`config.mk`:
```
export PLATFORM = sky130hd
export DESIGN_NAME = jts16_vrom_arb
export DESIGN_NICKNAME = d
export VERILOG_FILES = /design/src/rtl/jts16_vrom_pkg.sv /design/src/rtl/jts16_vrom_slot.sv /design/src/rtl/jts16_vrom_arb.sv
export SDC_FILE = /design/constraint.sdc
export NUM_CORES = 1
export LEC_CHECK = 0
export BUFFER_PORTS_ARGS = -buffer_cell sky130_fd_sc_hd__buf_2
export CAP_MARGIN = 10
export CORE_UTILIZATION = 59
export CTS_CLUSTER_SIZE = 40
export DETAILED_ROUTE_END_ITERATION = 8
export PLACE_DENSITY = 0.89
export SETUP_SLACK_MARGIN = 0.1
export SLEW_MARGIN = 15
export SYNTH_ARGS = -nofsm -noshare
export SYNTH_HDL_FRONTEND = slang
export SYNTH_SLANG_ARGS = --single-unit
```
`constraint.sdc`:
```
create_clock -name clk -period 9.7 [get_ports clk]
set_clock_uncertainty 0.05 [all_clocks]
set_input_delay 0 -clock clk [delete_from_list [all_inputs] [get_ports clk]]
set_output_delay 0 -clock clk [all_outputs]
set_load 0.005 [all_outputs]
```
`src/rtl/jts16_vrom_pkg.sv`:
```
// rtl/jts16_vrom_pkg.sv - slot indices, arbiter states and slot width table for the video ROM arbiter
package jts16_vrom_pkg;

  localparam int NSLOTS = 6;

  localparam logic [2:0] SLOT_CHAR = 3'd0;
  localparam logic [2:0] SLOT_MAP1 = 3'd1;
  localparam logic [2:0] SLOT_SCR1 = 3'd2;
  localparam logic [2:0] SLOT_MAP2 = 3'd3;
  localparam logic [2:0] SLOT_SCR2 = 3'd4;
  localparam logic [2:0] SLOT_OBJ  = 3'd5;

  typedef enum logic [2:0] {
    IDLE,
    REQ,
    RD0,
    RD1,
    DONE
  } arb_state_t;

  // Set where the slot reads a low/high word pair per fetch.
  localparam logic [NSLOTS-1:0] SLOT_IS32 = 6'b010101;

  function automatic logic [NSLOTS-1:0] slot_onehot(input logic [2:0] s);
    return NSLOTS'(1) << s;
  endfunction

endpackage

```
`src/rtl/jts16_vrom_slot.sv`:
```
// rtl/jts16_vrom_slot.sv - one-entry cache for a single graphics ROM port
module jts16_vrom_slot #(
  parameter int AW   = 13,
  parameter bit IS32 = 1'b0,
  parameter int DW   = IS32 ? 32 : 16
) (
  input  logic          clk,
  input  logic          rst,
  input  logic [AW-1:0] addr,
  input  logic          cs,
  input  logic          in_flight,
  input  logic          grant,
  input  logic          wr_lo,
  input  logic          wr_hi,
  input  logic          done,
  input  logic [15:0]   din,
  output logic [DW-1:0] data,
  output logic          ok,
  output logic          pending
);

  logic [AW-1:0] cache_addr;
  logic          valid;
  logic [15:0]   lo_q;

  // The tag is captured at grant; valid only returns once the fetch is complete.
  always_ff @(posedge clk or negedge rst) begin
    if (!rst) begin
      cache_addr <= '0;
      valid      <= 1'b0;
    end else if (grant) begin
      cache_addr <= addr;
      valid      <= 1'b0;
    end else if (done) begin
      valid <= 1'b1;
    end
  end

  always_ff @(posedge clk or negedge rst) begin
    if (!rst) begin
      lo_q <= '0;
    end else if (wr_lo) begin
      lo_q <= din;
    end
  end

  generate
    if (IS32) begin : g_w32
      logic [15:0] hi_q;
      always_ff @(posedge clk or negedge rst) begin
        if (!rst) begin
          hi_q <= '0;
        end else if (wr_hi) begin
          hi_q <= din;
        end
      end
      assign data = {hi_q, lo_q};
    end else begin : g_w16
      logic unused_hi;
      assign unused_hi = wr_hi;
      assign data      = lo_q;
    end
  endgenerate

  assign ok      = cs && valid && (addr == cache_addr);
  assign pending = cs && !ok && !in_flight;

endmodule

```
`src/rtl/jts16_vrom_arb.sv`:
```
// rtl/jts16_vrom_arb.sv - round-robin arbiter serving six cached video ROM ports from one SDRAM read channel
module jts16_vrom_arb
  import jts16_vrom_pkg::*;
#(
  parameter int            AW          = 22,
  parameter logic [AW-1:0] CHAR_OFFSET = '0,
  parameter logic [AW-1:0] MAP1_OFFSET = '0,
  parameter logic [AW-1:0] SCR1_OFFSET = '0,
  parameter logic [AW-1:0] MAP2_OFFSET = '0,
  parameter logic [AW-1:0] SCR2_OFFSET = '0,
  parameter logic [AW-1:0] OBJ_OFFSET  = '0
) (
  input  logic          clk,
  input  logic          rst,
  input  logic [12:0]   char_addr,
  output logic [31:0]   char_data,
  output logic          char_ok,
  input  logic [13:0]   map1_addr,
  output logic [15:0]   map1_data,
  output logic          map1_ok,
  input  logic [16:0]   scr1_addr,
  output logic [31:0]   scr1_data,
  output logic          scr1_ok,
  input  logic [13:0]   map2_addr,
  output logic [15:0]   map2_data,
  output logic          map2_ok,
  input  logic [16:0]   scr2_addr,
  output logic [31:0]   scr2_data,
  output logic          scr2_ok,
  input  logic          obj_cs,
  input  logic [17:0]   obj_addr,
  output logic [15:0]   obj_data,
  output logic          obj_ok,
  output logic [AW-1:0] sdram_addr,
  output logic          sdram_req,
  input  logic          sdram_ack,
  input  logic          sdram_rdy,
  input  logic [15:0]   sdram_din
);

  arb_state_t        state, next_state;
  logic [2:0]        cur_slot, last_served, grant_slot;
  logic              grant_found;
  logic [AW-1:0]     grant_addr;
  logic [NSLOTS-1:0] pending_v, grant_v, in_flight_v, wr_lo_v, wr_hi_v, done_v;

  // Search starts one past the last served slot so every slot waits at most five fetches.
  always_comb begin
    logic [3:0] idx;
    grant_found = 1'b0;
    grant_slot  = last_served;
    idx         = '0;
    for (int k = 1; k <= NSLOTS; k++) begin
      idx = {1'b0, last_served} + 4'(k);
      if (idx >= 4'(NSLOTS)) idx = idx - 4'(NSLOTS);
      if (!grant_found && pending_v[idx[2:0]]) begin
        grant_found = 1'b1;
        grant_slot  = idx[2:0];
      end
    end
  end

  always_comb begin
    case (grant_slot)
      SLOT_CHAR: grant_addr = CHAR_OFFSET + AW'({char_addr, 1'b0});
      SLOT_MAP1: grant_addr = MAP1_OFFSET + AW'(map1_addr);
      SLOT_SCR1: grant_addr = SCR1_OFFSET + AW'({scr1_addr, 1'b0});
      SLOT_MAP2: grant_addr = MAP2_OFFSET + AW'(map2_addr);
      SLOT_SCR2: grant_addr = SCR2_OFFSET + AW'({scr2_addr, 1'b0});
      default:   grant_addr = OBJ_OFFSET + AW'(obj_addr);
    endcase
  end

  always_ff @(posedge clk or negedge rst) begin
    if (!rst) state <= IDLE;
    else      state <= next_state;
  end

  always_comb begin
    next_state  = state;
    grant_v     = '0;
    wr_lo_v     = '0;
    wr_hi_v     = '0;
    done_v      = '0;
    in_flight_v = (state == IDLE) ? '0 : slot_onehot(cur_slot);
    case (state)
      IDLE: begin
        if (grant_found) begin
          grant_v    = slot_onehot(grant_slot);
          next_state = REQ;
        end
      end
      REQ: begin
        if (sdram_ack) next_state = RD0;
      end
      RD0: begin
        if (sdram_rdy) begin
          wr_lo_v    = slot_onehot(cur_slot);
          next_state = SLOT_IS32[cur_slot] ? RD1 : DONE;
        end
      end
      RD1: begin
        if (sdram_rdy) begin
          wr_hi_v    = slot_onehot(cur_slot);
          next_state = DONE;
        end
      end
      DONE: begin
        done_v     = slot_onehot(cur_slot);
        next_state = IDLE;
      end
      default: next_state = IDLE;
    endcase
  end

  always_ff @(posedge clk or negedge rst) begin
    if (!rst) begin
      cur_slot    <= '0;
      last_served <= SLOT_OBJ;
      sdram_addr  <= '0;
      sdram_req   <= 1'b0;
    end else begin
      sdram_req <= (next_state == REQ);
      if (state == IDLE && grant_found) begin
        cur_slot   <= grant_slot;
        sdram_addr <= grant_addr;
      end
      if (state == DONE) last_served <= cur_slot;
    end
  end

  jts16_vrom_slot #(.AW(13), .IS32(1'b1)) u_char (
    .clk(clk), .rst(rst), .addr(char_addr), .cs(1'b1),
    .in_flight(in_flight_v[SLOT_CHAR]), .grant(grant_v[SLOT_CHAR]),
    .wr_lo(wr_lo_v[SLOT_CHAR]), .wr_hi(wr_hi_v[SLOT_CHAR]), .done(done_v[SLOT_CHAR]),
    .din(sdram_din), .data(char_data), .ok(char_ok), .pending(pending_v[SLOT_CHAR])
  );

  jts16_vrom_slot #(.AW(14), .IS32(1'b0)) u_map1 (
    .clk(clk), .rst(rst), .addr(map1_addr), .cs(1'b1),
    .in_flight(in_flight_v[SLOT_MAP1]), .grant(grant_v[SLOT_MAP1]),
    .wr_lo(wr_lo_v[SLOT_MAP1]), .wr_hi(wr_hi_v[SLOT_MAP1]), .done(done_v[SLOT_MAP1]),
    .din(sdram_din), .data(map1_data), .ok(map1_ok), .pending(pending_v[SLOT_MAP1])
  );

  jts16_vrom_slot #(.AW(17), .IS32(1'b1)) u_scr1 (
    .clk(clk), .rst(rst), .addr(scr1_addr), .cs(1'b1),
    .in_flight(in_flight_v[SLOT_SCR1]), .grant(grant_v[SLOT_SCR1]),
    .wr_lo(wr_lo_v[SLOT_SCR1]), .wr_hi(wr_hi_v[SLOT_SCR1]), .done(done_v[SLOT_SCR1]),
    .din(sdram_din), .data(scr1_data), .ok(scr1_ok), .pending(pending_v[SLOT_SCR1])
  );

  jts16_vrom_slot #(.AW(14), .IS32(1'b0)) u_map2 (
    .clk(clk), .rst(rst), .addr(map2_addr), .cs(1'b1),
    .in_flight(in_flight_v[SLOT_MAP2]), .grant(grant_v[SLOT_MAP2]),
    .wr_lo(wr_lo_v[SLOT_MAP2]), .wr_hi(wr_hi_v[SLOT_MAP2]), .done(done_v[SLOT_MAP2]),
    .din(sdram_din), .data(map2_data), .ok(map2_ok), .pending(pending_v[SLOT_MAP2])
  );

  jts16_vrom_slot #(.AW(17), .IS32(1'b1)) u_scr2 (
    .clk(clk), .rst(rst), .addr(scr2_addr), .cs(1'b1),
    .in_flight(in_flight_v[SLOT_SCR2]), .grant(grant_v[SLOT_SCR2]),
    .wr_lo(wr_lo_v[SLOT_SCR2]), .wr_hi(wr_hi_v[SLOT_SCR2]), .done(done_v[SLOT_SCR2]),
    .din(sdram_din), .data(scr2_data), .ok(scr2_ok), .pending(pending_v[SLOT_SCR2])
  );

  jts16_vrom_slot #(.AW(18), .IS32(1'b0)) u_obj (
    .clk(clk), .rst(rst), .addr(obj_addr), .cs(obj_cs),
    .in_flight(in_flight_v[SLOT_OBJ]), .grant(grant_v[SLOT_OBJ]),
    .wr_lo(wr_lo_v[SLOT_OBJ]), .wr_hi(wr_hi_v[SLOT_OBJ]), .done(done_v[SLOT_OBJ]),
    .din(sdram_din), .data(obj_data), .ok(obj_ok), .pending(pending_v[SLOT_OBJ])
  );

endmodule

```
==> reports/metrics.yaml, run 1 <==
synth_simple_gate_area_share_pct: 11.9
synth_area_leaders: "dfrtp_1 (50%), mux2_2 (15%), xnor2_1 (4.9%), mux2_1 (4.2%), nor2_1 (1.9%)"
crit_fanout: 37
antenna_found_initial: 1
start_util_pct: 59.9
place_area_um2: 15100
powerDensity_nw_per_um2: 403
tightest_slew_ns: 1.15
yosys_warnings: 0
p_leak_nw: 8.08
clk_pin_slew_ns: 0.07
synth_edf_count: 0
die_area_um2: 23500
ant_nets: 0
yosys.cell_types.count: 88
cts_resized: 0
grt.total_usage_pct: 40.3
drv_slew: 0
synth_compound_area_share_pct: 6.57
max_freq_mhz: 171
die_h_um: 153
synthAdderAreaFrac_pct: 0.833
cts_buffers: 29
syn_area_um2: 13500
gp_congestion: 0.993
cts_tree: "built"
wl_um: 47500
finalNetCount: 1615
hold_viol_final: 0
synth_top_area_share_pct: 49.8
fin_crit_ns: 5.86
vias: 11800
yosysSeqAreaShare_pct: 50.2
async_flop_share_pct: 100
grt_overflow: 0
critical_path_required_ns: 10.09
syn_inst: 1110
seqCellArea_um2: 6780
cts.htree.levels: 1
post_drt_via_cell_ratio: 6.53
cp_cell_sequence: "inv_1, ha_1, nor2b_1, a221o_1, and2_1, a31oi_1, a311oi_2, a221oi_2, xnor2_4, buf_4, inv_4, o211ai_4, o22ai_1, nor3b_1"
final-setup-viol-count: 0
multi_input_area_um2: 6420
n_fill_cell: 1257
crit_path_max_incr_delay_ns: 0.85
cp_slowest_cell: "o211ai_4"
synth_largest_area_cell: "dfrtp_1"
yosys.area_share.xor_xnor_pct: 6.82
port_buffers: 282
max_slew_margin_pct: 23.1
status: "completed"
syn2layout_area_growth_pct: 27.9
design_area_um2: 17300
syn_area_per_cell_um2: 12.2
path_buf_inv: 3
critPathLaunchType: "flip-flop"
cap_violations: 0
drt-pass1-iter-count: 6
clk-insertion-delay-late_ns: 0.56
period_share_pct: 60.4
rows: 55
synth_top_flop_cell: "dfrtp_1"
grt_pass1_wl_um: 72100
clk_path_buf_depth: 3
num_io_pins: 287
grt_pass1_vias: 12300
die_x_um: 153
crit_path_end_kind: "flip-flop"
drc: 0
fin_tns_setup_ns: 0
arrival_ns: 6.25
clock_sinks: 271
core_area_um2: 22600
rsz0062_at_grt: "no"
clockRootBuffer: "clkbuf_16"
layout-drive-gt1-share_pct: 37.1
path_class: "reg2reg"
synth_top_family_by_area: "multiplexers"
grt_max_degree: 126
synth-seq-cells: 271
drt-initial-drc-count: 1278
synthMuxAreaShare_pct: 21.1
irDropWorstVdd_mv: 0.410
path_delay_family: "compound AO/OA/AOI/OAI gates"
worst_hold_path_type: "in2async"
wire_per_inst_um: 26.4
hpwlAfterDp_um: 28800
==> metal layers <==
layer  track usage, %  part of all wire (%)  up-vias
met4             24.6                   6.9        0
met3             10.5                    10      283
met5                0                     0        -
met2             65.7                    48      909
li1                 -                     -     4806
met1             48.0                    35     5761
==> logic make-up (layout without fill, tap and decap cells) <==
logic type / count (synthesis) / after routing
other cells: 1 / 6
xor+xnor: 103 / 103
mux: 252 / 252
buf+inv: 68 / 469
compound gates: 117 / 117
simple gates: 289 / 289
fa+ha+maj: 9 / 9
flops: 271 / 271
==> report_power, final <==
group | internal (mW) | total [mW] | switching [mW] | leakage (nW)
combinational | 1.50 | 3.68 | 2.18 | 4.15
clock | 0.757 | 1.23 | 0.477 | 0.512
sequential | 1.65 | 2.05 | 0.404 | 3.42
total | 3.91 | 6.97 | 3.06 | 8.08
==> cell usage after synthesis, types with 12 or more instances <==
library cell / number
nand2_1: 47
o221ai_1: 15
xor2_1: 26
nor3_1: 39
clkbuf_1: 27
mux2_1: 50
nand4_1: 39
buf_4: 12
nor3b_1: 15
o22ai_1: 14
mux2_2: 176
xnor2_1: 76
a21oi_1: 14
dfrtp_1: 269
nor4_1: 16
nor2_1: 70
o21ai_0: 14
mux2i_1: 18
==> per-stage QoR <==
step | util (%) | total power, mW | worst slack (ns) | hold WS (ns) | instances
6_report | 76.6 | 6.97 | 3.84 | 0.0754 | 1801
5_1_grt | 76.6 | 7.24 | 3.57 | 0.199 | 1800
4_1_cts | 76.6 | 6.73 | 4.09 | 0.134 | 1799
3_5_place_dp | 66.9 | 5.42 | 4.09 | 0.117 | 1634
3_3_place_gp | 66.9 | 5.29 | 4.21 | 0.105 | 1634
2_1_floorplan | - | 4.47 | 5.64 | -0.346 | 1113
==> placed cells by master, fill, tap and decap left out, types with 5 or more instances in the layout <==
master / instances
mux2i_1: 18
dfrtp_1: 269
and2_1: 5
mux2_1: 50
nand4_1: 39
nor2_1: 69
mux2_4: 8
buf_4: 10
o21ai_0: 14
o22ai_1: 14
nor4_1: 15
o211ai_1: 7
xor2_1: 26
clkinv_2: 6
bufinv_16: 7
a21oi_1: 14
o221ai_1: 15
nand2_1: 47
inv_1: 10
nor3b_1: 15
mux2_2: 176
clkbuf_1: 5
nor3_1: 37
buf_2: 281
dlygate4sd3_1: 112
a31oi_1: 5
nand3_1: 11
clkbuf_16: 29
ha_1: 9
xnor2_1: 76
==> layout make-up <==
class	instances	share of cell area, %
well taps	285	2.06
multi-input cells	774	37.2
clock inverters	16	1.53
flip-flops and latches	271	39.3
repair buffers	404	15.1
clock buffers	37	4.55
inverters	12	0.275
diodes	2	0.0290
==> repair_timing <==
item,4_1_cts,5_1_grt
hold buffers,112,0
setup buffers,0,0
setup endpoints to repair,0,0
endpoints found under the hold margin,382,0
==> final timing paths <==
kind                                 from                     to  slack (ns)  cells past startpoint
setup / recovery           last_served[0]         sdram_addr[10]        3.84                     14
hold / removal                        rst   u_char.g_w32.hi_q[2]        0.08                      2
setup reg to reg           last_served[0]         sdram_addr[10]        3.84                     14
hold reg to reg                  state[2]               state[1]        0.44                      1
max in group asynchronous             rst  u_scr1.cache_addr[16]        7.90                      3
min in group clk             map1_addr[4]   u_map1.cache_addr[4]        0.21                      3
==> sequential cells by signal, indices dropped and copies added, names as in the netlist, 17 cells and up <==
register and cells:
u_scr1.cache_addr 17, u_scr2.cache_addr 17, sdram_addr 18, u_obj.cache_addr 18
==> worst reg2reg max path: cells and delay by family (launching register included) <==
| family | cells | cell delay, ns |
|---|---|---|
| AND/OR/NAND/NOR | 3 | 0.68 |
| XOR/XNOR | 1 | 0.16 |
| buffers and inverters | 3 | 1.02 |
| flip-flops | 1 | 0.83 |
| AO/OA/AOI/OAI | 6 | 2.46 |
| adder cells (fa/ha/maj) | 1 | 0.56 |
Note: power is estimated with default switching activity, not from simulation.
==> run 2, diff against run 1 <==
--- a/config.mk
+++ b/config.mk
@@ -7,10 +7,10 @@
 export LEC_CHECK = 0
 export BUFFER_PORTS_ARGS = -buffer_cell sky130_fd_sc_hd__buf_2
 export CAP_MARGIN = 10
-export CORE_UTILIZATION = 59
+export CORE_UTILIZATION = 55
 export CTS_CLUSTER_SIZE = 40
 export DETAILED_ROUTE_END_ITERATION = 8
-export PLACE_DENSITY = 0.89
+export PLACE_DENSITY = 0.84
 export SETUP_SLACK_MARGIN = 0.1
 export SLEW_MARGIN = 15
 export SYNTH_ARGS = -nofsm -noshare
==> constraint.sdc (replaced) <==
create_clock -name clk -period 5.5 [get_ports clk]
set_clock_uncertainty 0.05 [all_clocks]
set_input_delay 0 -clock clk [delete_from_list [all_inputs] [get_ports clk]]
set_output_delay 0 -clock clk [all_outputs]
set_load 0.005 [all_outputs]
==> reports/metrics.yaml, run 2 (synthesis results as in run 1) <==
post-cts-setup-buffers: 0
p_int_mw: 6.90
die_x_um: 159
design_area_um2: 17400
clk_path_buf_depth: 3
die_h_um: 159
max_slew_margin_pct: 20.2
clk-insertion-delay-late_ns: 0.58
cp_cell_sequence: "inv_1, ha_1, a21oi_1, xor2_1, nand2_1, a2111oi_0, a211oi_2, o21ai_1, a221oi_2, xnor2_4, nand2_2, nor2_4, mux2_2"
layout_common_cells: "buf_2 (281), dfrtp_1 (269), mux2_2 (176)"
violations: "hold timing"
crit_path_max_incr_delay_ns: 0.66
critical_path_required_ns: 5.90
status: "complete, but fails checks"
drt-pass1-iter-count: 5
cp_slowest_cell: "xnor2_4"
fin_crit_ns: 4.74
drt-initial-drc-count: 1027
grt_pass1_vias: 11800
rows: 56
grt.total_usage_pct: 34.8
utilization_pct: 73.2
finalNetCount: 1628
irDropWorstVdd_mv: 0.565
cts_tree: "built"
ant_nets: 0
port_buffers: 282
cts.htree.levels: 1
powerDensity_nw_per_um2: 699
gp_congestion: 0.977
p_switching_mw: 5.25
max_freq_mhz: 211
cts_buffers: 29
clock_sinks: 271
layout-drive-gt1-share_pct: 37.5
drv_slew: 0
critPathLaunch: "last_served[1]"
die_area_um2: 25200
crit_fanout: 18
power_frac_seq_pct: 29.1
path_class: "reg2reg"
switching_share_pct: 43.2
arrival_ns: 5.13
tightest_slew_ns: 1.20
fin_tns_setup_ns: 0
grt_overflow: 0
drc: 0
num_io_pins: 287
rsz0062_at_grt: "no"
clkPwrFrac_pct: 17.2
core_area_um2: 23800
layout_commonest_cell: "buf_2"
p_leak_nw: 8.12
wl_um: 44200
clk_pin_slew_ns: 0.06
grt_pass1_wl_um: 68500
critPathLaunchType: "flip-flop"
holdWs_ns: -0.00593
period_share_pct: 86.2
vias: 11300
crit_path_end_kind: "flip-flop"
cap_violations: 0
place_area_um2: 15300
start_util_pct: 56.9
grt_max_degree: 162
hpwlAfterDp_um: 28800
worst_hold_path_type: "in2async"
p_comb_share_pct: 53.7
hold_viol_final: 3
rr_startpoint: "last_served[1]"
syn2layout_area_growth_pct: 28.7
antenna_found_initial: 1
clockRootBuffer: "clkbuf_16"
wire_per_inst_um: 24.0
final-setup-viol-count: 0
post_drt_via_cell_ratio: 6.13
top_regs: "sdram_addr x18, u_obj.cache_addr x18"
[run 2: per-layer routing]
metal	GRT usage [%]	part of all wire, %
met5	0	0
met4	17.3	5.1
met3	9.09	9.4
met2	57.3	48
met1	42.4	38
[run 2: worst paths after layout]
kind	endpoint	slack [ns]	cells after the start
hold / removal	u_map1.cache_addr[11]	-0.006	2
setup / recovery	u_scr2.cache_addr[6]	0.76	13
min in group clk	u_map2.cache_addr[12]	0.19	3
setup reg to reg	u_scr2.cache_addr[6]	0.76	13
max in group asynchronous	u_char.g_w32.hi_q[3]	3.99	3
hold reg to reg	state[1]	0.44	1
[run 2: metrics by stage]
step	instances	setup WS [ns]	total power, mW
final	1846	0.761	12.1
after global routing	1846	0.360	12.8
after CTS	1845	0.823	11.9
after detailed placement	1681	0.849	9.67
after global placement	1681	1.01	9.49
after floorplan	1113	1.44	7.88
[run 2: area by class of cell]
cell class / count / area [µm²]
repair buffers: 417 / 2730
well taps: 319 / 399
multi-input cells: 774 / 6420
fillers: 1473 / 6370
clock buffers: 39 / 813
diodes: 1 / 2.50
inverters: 12 / 47.5
clock inverters: 13 / 194
flip-flops and latches: 271 / 6780
[run 2: critical path: cells and delay by family (launching register included)]
family                     cells  cell delay [ns]
muxes                          1             0.41
buffers and inverters          1             0.24
DFF                            1             0.54
and+or+nand+nor                3             0.84
AOI/OAI and AO/OA              5             1.40
xor gates and xnor gates       2             0.85
adders and majority gates      1             0.30
[run 2: power by group through the flow]
stage	clock, mW	combinational (mW)	sequential [mW]
after global placement	0	6.06	3.43
after detailed placement	0	6.18	3.49
after global routing	2.17	6.97	3.62
after CTS	2.07	6.30	3.49
final	2.09	6.52	3.54
after floorplan	0	4.49	3.40
[run 2: timing repair]
action,CTS,global route
endpoints found under the hold margin,369,0
resized for setup,0,0
hold buffers,112,0
==> run 3, diff against run 2 <==
--- a/config.mk
+++ b/config.mk
@@ -10,6 +10,7 @@
 export CORE_UTILIZATION = 55
 export CTS_CLUSTER_SIZE = 40
 export DETAILED_ROUTE_END_ITERATION = 8
+export HOLD_SLACK_MARGIN = 0.1
 export PLACE_DENSITY = 0.84
 export SETUP_SLACK_MARGIN = 0.1
 export SLEW_MARGIN = 15
==> reports/metrics.yaml, run 3 (synthesis results as in run 1) <==
utilization_pct: 73.3
grt_max_degree: 162
crit_fanout: 18
layout_common_cells: "buf_2 (281), dfrtp_1 (269), mux2_2 (176)"
hpwlAfterDp_um: 28800
fin_crit_ns: 4.75
drc: 0
status: "completed"
clk_pin_slew_ns: 0.06
max_slew_margin_pct: 20.2
p_leak_nw: 8.14
power_mw: 12.2
seqCellArea_um2: 6780
core_area_um2: 23800
cp_slowest_cell: "xnor2_4"
crit_path_max_incr_delay_ns: 0.67
period_share_pct: 86.5
tightest_slew_ns: 1.20
hold_viol_final: 0
final-setup-viol-count: 0
num_io_pins: 287
post_drt_via_cell_ratio: 6.16
grt_pass1_wl_um: 68800
grt_pass1_vias: 11800
design_area_um2: 17400
antenna_found_initial: 1
cts.htree.levels: 1
die_h_um: 159
rows: 56
clk-insertion-delay-late_ns: 0.58
cts_tree: "built"
start_util_pct: 56.9
drv_slew: 0
critPathLaunchType: "flip-flop"
wire_per_inst_um: 24.2
arrival_ns: 5.15
fin_tns_setup_ns: 0
multi_input_area_um2: 6420
rsz0062_at_grt: "no"
wl_um: 44700
grt.total_usage_pct: 35.1
clock_sinks: 271
top_regs: "sdram_addr x18, u_obj.cache_addr x18"
clk_path_buf_depth: 3
die_x_um: 159
worst_hold_path_type: "in2reg"
gp_congestion: 0.977
critical_path_required_ns: 5.90
path_class: "reg2reg"
fin_ws_ns: 0.745
cap_violations: 0
drt-pass1-iter-count: 5
ant_nets: 0
syn2layout_area_growth_pct: 28.9
drt-initial-drc-count: 1085
dp.cells: 1681
holdWs_ns: 0.187
vias: 11400
grt_overflow: 0
clockRootBuffer: "clkbuf_16"
die_area_um2: 25200
n_fill_cell: 1470
port_buffers: 282
crit_path_end_kind: "flip-flop"
post-place-ws_ns: 0.849
max_freq_mhz: 210
layout_commonest_cell: "buf_2"
powerDensity_nw_per_um2: 700
finalNetCount: 1630
fin_cells: 1848
irDropWorstVdd_mv: 0.563
cts_buffers: 29
cts_resized: 0
place_area_um2: 15300
layout-drive-gt1-share_pct: 37.6
cp_cell_sequence: "inv_1, ha_1, xor2_1, nand2_1, a2111oi_0, a211oi_2, o21ai_1, a221oi_2, xnor2_4, nand2_2, nor2_4, mux2_2"
[run 3: cell count changes in the layout (fill, tap and decap cells not counted)]
cell and delta:
dlygate4sd3_1 +1, buf_12 +1
[run 3: where the power goes]
group | switching [mW] | leakage [nW] | internal, mW | total, mW
clock network | 0.867 | 0.482 | 1.23 | 2.10
registers | 0.644 | 3.42 | 2.90 | 3.54
logic | 3.77 | 4.23 | 2.77 | 6.54
[run 3: area by class of cell]
class                      count  share of cell area [%]
antenna                        1                  0.0144
clock buffer                  39                    4.67
clock inverter                13                    1.11
inverter                      12                   0.273
multi-input combinational    774                    36.9
sequential                   271                    39.0
tap                          319                    2.29
timing repair buffer         419                    15.8
[run 3: routing by layer]
| metal | GRT usage [%] | part of all wire [%] | vias to the layer above |
|---|---|---|---|
| met5 | 0 | 0 | - |
| met4 | 17.5 | 5.3 | 0 |
| met3 | 8.39 | 8.8 | 171 |
| met2 | 57.6 | 48 | 670 |
| met1 | 43.3 | 38 | 5698 |
| li1 | - | - | 4847 |
[run 3: worst max-delay path, delay by kind of cell (launching register included)]
| family | cells | cell delay, ns |
|---|---|---|
| flops | 1 | 0.54 |
| fa+ha+maj | 1 | 0.61 |
| buf+inv | 1 | 0.24 |
| mux | 1 | 0.41 |
| xor+xnor | 2 | 0.86 |
| compound gates | 4 | 1.09 |
| simple gates | 3 | 0.84 |
[run 3: final timing paths]
kind,start,end,slack (ns),depth (start not counted)
max,last_served[1],u_scr2.cache_addr[6],0.75,12
min,map2_addr[12],u_map2.cache_addr[12],0.19,3
max reg2reg,last_served[1],u_scr2.cache_addr[6],0.75,12
min reg2reg,state[2],state[1],0.44,1
max in group asynchronous,rst,u_char.g_w32.hi_q[4],3.55,4
min in group asynchronous,rst,u_obj.cache_addr[3],0.51,3
[run 3: repair_timing]
action,in CTS,in global routing
hold buffers,114,0
buffers inserted,0,0
hold endpoints to repair,369,0
